[src/rtl/led_pkg.sv]
// Shared constants, pixel type and receive FSM states for the LED strand blocks.
// Timing values assume a 100 MHz clock.
package led_pkg;

    localparam int T0H_CYCLES = 40;
    localparam int T1H_CYCLES = 80;
    localparam int BIT_PERIOD_CYCLES = 125;
    localparam int LATCH_CYCLES_100M = 5000;

    localparam int DEF_NUM_LEDS = 2;
    localparam int DEF_COLOR_WIDTH = 8;
    localparam int DEF_BIT_THRESHOLD = 60;
    localparam int DEF_MIN_HIGH = 20;
    localparam int DEF_MAX_HIGH = 110;

    typedef struct packed {
        logic [DEF_COLOR_WIDTH-1:0] red;
        logic [DEF_COLOR_WIDTH-1:0] green;
        logic [DEF_COLOR_WIDTH-1:0] blue;
    } rgb_t;

    typedef enum logic [1:0] {
        WAIT_LATCH,
        IDLE,
        HIGH,
        LOW
    } strand_state_t;

endpackage

[src/rtl/strand_bit_slicer.sv]
// Pulse-width bit slicer: optional input sync (STRAND_DECODER_SYNC_EN),
// edge detect, high/low counters and the receive FSM.
module strand_bit_slicer
    import led_pkg::*;
#(
    parameter int BIT_THRESHOLD_CYCLES = DEF_BIT_THRESHOLD,
    parameter int MIN_HIGH_CYCLES = DEF_MIN_HIGH,
    parameter int MAX_HIGH_CYCLES = DEF_MAX_HIGH,
    parameter int LATCH_CYCLES = LATCH_CYCLES_100M
) (
    input  logic clk_in,
    input  logic rst_in,
    input  logic strand_in,
    output logic bit_valid,
    output logic bit_val,
    output logic latch,
    output logic err
);

    localparam int HW = $clog2(MAX_HIGH_CYCLES + 1);
    localparam int LW = $clog2(LATCH_CYCLES + 1);
    localparam logic [HW-1:0] MinW = HW'(MIN_HIGH_CYCLES);
    localparam logic [HW-1:0] ThrW = HW'(BIT_THRESHOLD_CYCLES);
    localparam logic [HW-1:0] MaxW = HW'(MAX_HIGH_CYCLES);
    localparam logic [LW-1:0] LatchW = LW'(LATCH_CYCLES);
    localparam logic [LW-1:0] OneLow = LW'(1);

    logic s;
    logic s_q;
    logic rise;
    logic fall;

`ifdef STRAND_DECODER_SYNC_EN
    logic [1:0] sync_q;

    always_ff @(posedge clk_in) begin
        if (rst_in) begin
            sync_q <= '0;
        end else begin
            sync_q <= {sync_q[0], strand_in};
        end
    end

    assign s = sync_q[1];
`else
    assign s = strand_in;
`endif

    assign rise = s & ~s_q;
    assign fall = ~s & s_q;

    strand_state_t state;
    strand_state_t state_nxt;
    logic [HW-1:0] high_cnt;
    logic [HW-1:0] high_nxt;
    logic [HW-1:0] high_inc;
    logic [LW-1:0] low_cnt;
    logic [LW-1:0] low_nxt;
    logic [LW-1:0] low_inc;

    // Both counters saturate rather than wrap.
    assign high_inc = (high_cnt >= MaxW) ? high_cnt : high_cnt + 1'b1;
    assign low_inc = (low_cnt >= LatchW) ? low_cnt : low_cnt + 1'b1;

    always_ff @(posedge clk_in) begin
        if (rst_in) begin
            state <= WAIT_LATCH;
            high_cnt <= '0;
            low_cnt <= '0;
            s_q <= 1'b0;
        end else begin
            state <= state_nxt;
            high_cnt <= high_nxt;
            low_cnt <= low_nxt;
            s_q <= s;
        end
    end

    always_comb begin
        state_nxt = state;
        high_nxt = high_cnt;
        low_nxt = low_cnt;
        bit_valid = 1'b0;
        bit_val = 1'b0;
        latch = 1'b0;
        err = 1'b0;
        unique case (state)
            WAIT_LATCH: begin
                if (s) begin
                    low_nxt = '0;
                end else if (low_inc >= LatchW) begin
                    low_nxt = '0;
                    state_nxt = IDLE;
                end else begin
                    low_nxt = low_inc;
                end
            end
            IDLE: begin
                if (rise) begin
                    high_nxt = '0;
                    state_nxt = HIGH;
                end
            end
            HIGH: begin
                // The fall cycle is the first low cycle of the gap.
                if (fall) begin
                    low_nxt = OneLow;
                    if (high_inc < MinW) begin
                        err = 1'b1;
                        state_nxt = WAIT_LATCH;
                    end else begin
                        bit_valid = 1'b1;
                        bit_val = (high_inc >= ThrW);
                        state_nxt = LOW;
                    end
                end else begin
                    high_nxt = high_inc;
                    if (high_inc >= MaxW) begin
                        err = 1'b1;
                        low_nxt = '0;
                        state_nxt = WAIT_LATCH;
                    end
                end
            end
            LOW: begin
                if (rise) begin
                    high_nxt = '0;
                    state_nxt = HIGH;
                end else if (low_inc >= LatchW) begin
                    latch = 1'b1;
                    low_nxt = '0;
                    state_nxt = IDLE;
                end else begin
                    low_nxt = low_inc;
                end
            end
            default: state_nxt = WAIT_LATCH;
        endcase
    end

endmodule

[src/rtl/strand_decoder.sv]
// NZR LED strand receiver: GRB pixel assembly, indexing and frame accounting.
// Define STRAND_DECODER_SYNC_EN when strand_in comes from a pin.
module strand_decoder
    import led_pkg::*;
#(
    parameter int NUM_LEDS = DEF_NUM_LEDS,
    parameter int COLOR_WIDTH = DEF_COLOR_WIDTH,
    parameter int BIT_THRESHOLD_CYCLES = DEF_BIT_THRESHOLD,
    parameter int MIN_HIGH_CYCLES = DEF_MIN_HIGH,
    parameter int MAX_HIGH_CYCLES = DEF_MAX_HIGH,
    parameter int LATCH_CYCLES = LATCH_CYCLES_100M,
    localparam int CounterWidth = (NUM_LEDS > 1) ? $clog2(NUM_LEDS) : 1,
    localparam int PixCountWidth = $clog2(NUM_LEDS + 1)
) (
    input  logic clk_in,
    input  logic rst_in,
    input  logic strand_in,
    output logic [CounterWidth-1:0] led_index_out,
    output logic [COLOR_WIDTH-1:0] red_out,
    output logic [COLOR_WIDTH-1:0] green_out,
    output logic [COLOR_WIDTH-1:0] blue_out,
    output logic color_valid,
    output logic frame_done,
    output logic [PixCountWidth-1:0] pixel_count_out,
    output logic overflow_out,
    output logic error_out
);

    localparam int PixelBits = 3 * COLOR_WIDTH;
    localparam int BitCntWidth = $clog2(PixelBits + 1);
    localparam logic [BitCntWidth-1:0] LastBit = BitCntWidth'(PixelBits - 1);
    localparam logic [PixCountWidth-1:0] NumLedsW = PixCountWidth'(NUM_LEDS);

    logic bit_valid;
    logic bit_val;
    logic latch;
    logic err;

    strand_bit_slicer #(
        .BIT_THRESHOLD_CYCLES(BIT_THRESHOLD_CYCLES),
        .MIN_HIGH_CYCLES(MIN_HIGH_CYCLES),
        .MAX_HIGH_CYCLES(MAX_HIGH_CYCLES),
        .LATCH_CYCLES(LATCH_CYCLES)
    ) u_slicer (
        .clk_in(clk_in),
        .rst_in(rst_in),
        .strand_in(strand_in),
        .bit_valid(bit_valid),
        .bit_val(bit_val),
        .latch(latch),
        .err(err)
    );

    logic [PixelBits-1:0] pixel_q;
    logic [PixelBits-1:0] pixel_shift;
    logic [BitCntWidth-1:0] bit_cnt;
    logic [PixCountWidth-1:0] pix_num;
    logic ovf_q;
    logic pixel_full;
    logic room;

    // Wire order is G, R, B, MSB first.
    assign pixel_shift = {pixel_q[PixelBits-2:0], bit_val};
    assign pixel_full = (bit_cnt == LastBit);
    assign room = (pix_num < NumLedsW);

    always_ff @(posedge clk_in) begin
        if (rst_in) begin
            led_index_out <= '0;
            red_out <= '0;
            green_out <= '0;
            blue_out <= '0;
            color_valid <= 1'b0;
            frame_done <= 1'b0;
            pixel_count_out <= '0;
            overflow_out <= 1'b0;
            error_out <= 1'b0;
            pixel_q <= '0;
            bit_cnt <= '0;
            pix_num <= '0;
            ovf_q <= 1'b0;
        end else begin
            color_valid <= 1'b0;
            frame_done <= 1'b0;
            overflow_out <= 1'b0;
            error_out <= 1'b0;
            unique case (1'b1)
                err: begin
                    // A broken frame is abandoned; the slicer waits for a latch.
                    error_out <= 1'b1;
                    bit_cnt <= '0;
                    pix_num <= '0;
                    ovf_q <= 1'b0;
                end
                latch: begin
                    frame_done <= 1'b1;
                    pixel_count_out <= pix_num;
                    overflow_out <= ovf_q;
                    error_out <= (bit_cnt != '0);
                    bit_cnt <= '0;
                    pix_num <= '0;
                    ovf_q <= 1'b0;
                end
                bit_valid: begin
                    pixel_q <= pixel_shift;
                    if (pixel_full) begin
                        bit_cnt <= '0;
                        if (room) begin
                            color_valid <= 1'b1;
                            green_out <= pixel_shift[PixelBits-1 -: COLOR_WIDTH];
                            red_out <= pixel_shift[2*COLOR_WIDTH-1 -: COLOR_WIDTH];
                            blue_out <= pixel_shift[COLOR_WIDTH-1:0];
                            led_index_out <= pix_num[CounterWidth-1:0];
                            pix_num <= pix_num + 1'b1;
                        end else begin
                            ovf_q <= 1'b1;
                        end
                    end else begin
                        bit_cnt <= bit_cnt + 1'b1;
                    end
                end
                default: ;
            endcase
        end
    end

endmodule

[config.mk]
export PLATFORM = sky130hd
export DESIGN_NAME = strand_decoder
export DESIGN_NICKNAME = d
export VERILOG_FILES = /design/src/rtl/led_pkg.sv /design/src/rtl/strand_bit_slicer.sv /design/src/rtl/strand_decoder.sv
export SDC_FILE = /design/constraint.sdc
export NUM_CORES = 1
export LEC_CHECK = 0
export CORE_ASPECT_RATIO = 1.25
export CORE_MARGIN = 1
export CORE_UTILIZATION = 57
export DETAILED_ROUTE_END_ITERATION = 10
export PLACE_DENSITY_LB_ADDON = 0.08
export SLEW_MARGIN = 20
export SYNTH_ARGS = -nofsm -noshare
export SYNTH_HDL_FRONTEND = slang
export SYNTH_SLANG_ARGS = --single-unit
[constraint.sdc]
create_clock -name clk_in -period 3.65 [get_ports clk_in]
set_input_delay 0.73 -clock clk_in [delete_from_list [all_inputs] [get_ports clk_in]]
set_output_delay 0.73 -clock clk_in [all_outputs]
set_load 0.02 [all_outputs]
==> impl_metrics.tcl <==
set metrics [dict create \
    rows 33 \
    synth_edf_count 0 \
    first_global_vias 3120 \
    max_stage_delay_ns 0.49 \
    final-setup-viol-count 0 \
    start_util 0.599 \
    synth_ff_type "dfxtp_1" \
    final_max_slew_viol_count 0 \
    syn_nets 489 \
    tightest_slew_ns 0.831 \
    period_needed_ns 2.89 \
    worstHoldPathCells 1 \
    dp_hpwl_mm 5.55 \
    place_area_um2 4340 \
    crit_family "compound AO/OA/AOI/OAI gates" \
    grt_overflow 0 \
    maxCapViolCount 0 \
    drt_iter0_drc 238 \
    insertion_delay_ns 0.35 \
    route.antenna.remaining_nets 0 \
    status "finished clean" \
    areaGrowthSynthToFinish_pct 14.8 \
    crit_path_start_kind "register" \
    worstRegToRegCells 8 \
    fin_ws_ns 0.757 \
    via_per_inst 5.86 \
    hold_viol_final 0 \
    cp_num_buf_inv 0 \
    period_share 0.793 \
    grtUsageTotal 0.241 \
    portBuffers 33 \
    ys_seq_area_frac 0.427 \
    drc 0 \
    holdWs_ns 0.467 \
    hold_path_class "register to register" \
    boundaryPins 34 \
    numCtsBuffers 9 \
    worstPathMaxFanout 14 \
    cp-end-kind "register" \
    grt_pass1_wl_mm 14.4 \
    post_cts_buffers 0 \
    nNetsFinal 506 \
    die_area_um2 7330 \
    ys.warnings.count 0 \
    fmax_ghz 0.346 \
    syn_area_per_cell_um2 8.30 \
    grt_max_degree 66 \
    cts_buffer_depth 2 \
    antenna_found_initial 0 \
    cts_resized 0 \
    postCtsHoldBufs 0 \
    antenna_cells 0 \
    pre_cts_ws_ns 0.756 \
    irDropWorstVdd_mv 0.291 \
    setup_tns_ns 0 \
    vias 3453 \
    slew_headroom 0.445 \
    crit_type "register to register" \
    arrival_ns 3.14 \
    clock-root-buffer "clkbuf_8" \
    synth_area_um2 3980 \
    wire_per_inst_um 14.3 \
    synth_cell_types 62 \
    power_leakage_nw 1.57 \
    postSynthCellCount 480 \
    synthArstFlopShare 0 \
    synth_top_area_cell "dfxtp_1" \
    gp_congestion 0.847 \
    cts_tree "built" \
    htreeDepth 3 \
    synthTopCellsByArea "dfxtp_1 43%, mux2i_1 6.5%, nand2_1 6.1%" \
    ys_ff_latch 85 \
    clk_pin_slew_worst_paths_ns 0.09 \
    finalInstanceArea_um2 4570 \
    slowest_stage "or4_1" \
    coreArea_um2 6650 \
    routed_wl_mm 8.45 \
    synth_top_area_share 0.427 \
    cts.sinks 85 \
    powerDensity_nw_per_um2 398 \
    rsz0062_at_grt "no" \
    worstPathCellList "ha_1 -> and3_1 -> nand2_1 -> or4_1 -> a211oi_2 -> a21o_1 -> nor3_1 -> a211o_1" \
    dieHeight_um 95.5 \
    worst_ep_required_time_ns 3.89 \
    drive_above_1_share 0.0697 \
    die_w_um 76.8 \
    first_pass_iters 5 \
    clock-skew-final_ns 0.0120 \
    cp_num_cells 8 \
]
worst paths after layout:
check	start	to	slack (ns)
worst max-delay path	u_slicer.low_cnt[0]	u_slicer.low_cnt[5]	0.76
worst min-delay path	ovf_q	overflow_out	0.47
worst max register to register	u_slicer.low_cnt[0]	u_slicer.low_cnt[5]	0.76
worst min register to register	ovf_q	overflow_out	0.47
logic make-up after synthesis:
group / count (synthesis) / share of synthesized area
compound gates: 123 / 0.215
xor+xnor: 2 / 0.00440
fa+ha+maj: 6 / 0.0188
buf+inv: 47 / 0.0481
flops: 85 / 0.427
mux: 26 / 0.0653
simple gates: 191 / 0.221
through the flow:
step,std cells,utilization,power [mW]
final,589,0.688,1.82
after floorplan,480,-,1.05
after global routing,589,0.688,1.89
after CTS,589,0.688,1.83
after global placement,573,0.653,1.08
after detailed placement,573,0.653,1.08
layout make-up:
class / instances / area (um^2)
fillers: 566 / 2080
flip-flops and latches: 85 / 1700
inverters: 15 / 56.3
repair buffers: 38 / 375
clock inverters: 6 / 93.8
well taps: 87 / 109
clock buffers: 10 / 138
multi-input cells: 348 / 2100
where the power goes:
group          total, mW  internal, mW  switching (mW)
combinational      0.102        0.0367          0.0654
sequential         0.958         0.937          0.0203
clock              0.762         0.410           0.351
total               1.82          1.38           0.437
worst reg2reg max path: cells and delay by family (launching register included):
| family | cells | cell delay [ns] |
|---|---|---|
| simple gates | 4 | 0.97 |
| compound gates | 3 | 1.14 |
| fa+ha+maj | 1 | 0.23 |
| flops | 1 | 0.44 |
Yosys cell counts (7+ instances only):
cell type and instances:
o22a_1 8, dfxtp_1 85, clkbuf_1 24, a31oi_1 7, nor2_1 56, and3_1 8, nand3_1 15, nand2_1 65
o21ai_0 21, nor2b_1 9, mux2i_1 26, a21oi_1 36, inv_1 15
metal layers:
layer | track usage | up-vias | wire (um)
met3 | 0.0440 | 13 | 301
li1 | - | 1726 | -
met2 | 0.425 | 82 | 4260
met4 | 0.0929 | 0 | 125
met1 | 0.293 | 1632 | 3760
met5 | 0 | - | 0
registers in the layout, summed over array words and instances, names as in the netlist, 5 cells and up:
register	flops
bit_cnt	5
blue_out	8
green_out	8
pixel_q	23
red_out	8
u_slicer.high_cnt	7
u_slicer.low_cnt	13
layout by cell type (no fill, tap or decap), types with 4 or more instances in the layout:
| cell | count |
|---|---|
| a21oi_1 | 36 |
| a22oi_1 | 4 |
| a31oi_1 | 7 |
| and3_1 | 8 |
| buf_4 | 4 |
| clkbuf_8 | 10 |
| clkdlybuf4s50_1 | 32 |
| dfxtp_1 | 85 |
| ha_1 | 6 |
| inv_1 | 15 |
| mux2i_1 | 26 |
| nand2_1 | 65 |
| nand2b_1 | 6 |
| nand3_1 | 15 |
| nand4_1 | 5 |
| nor2_1 | 55 |
| nor2b_1 | 9 |
| nor3_1 | 5 |
| o21ai_0 | 21 |
| o22a_1 | 8 |
| o2bb2ai_1 | 5 |
| or3_1 | 5 |
No activity file was read; power rests on OpenSTA's default activity.
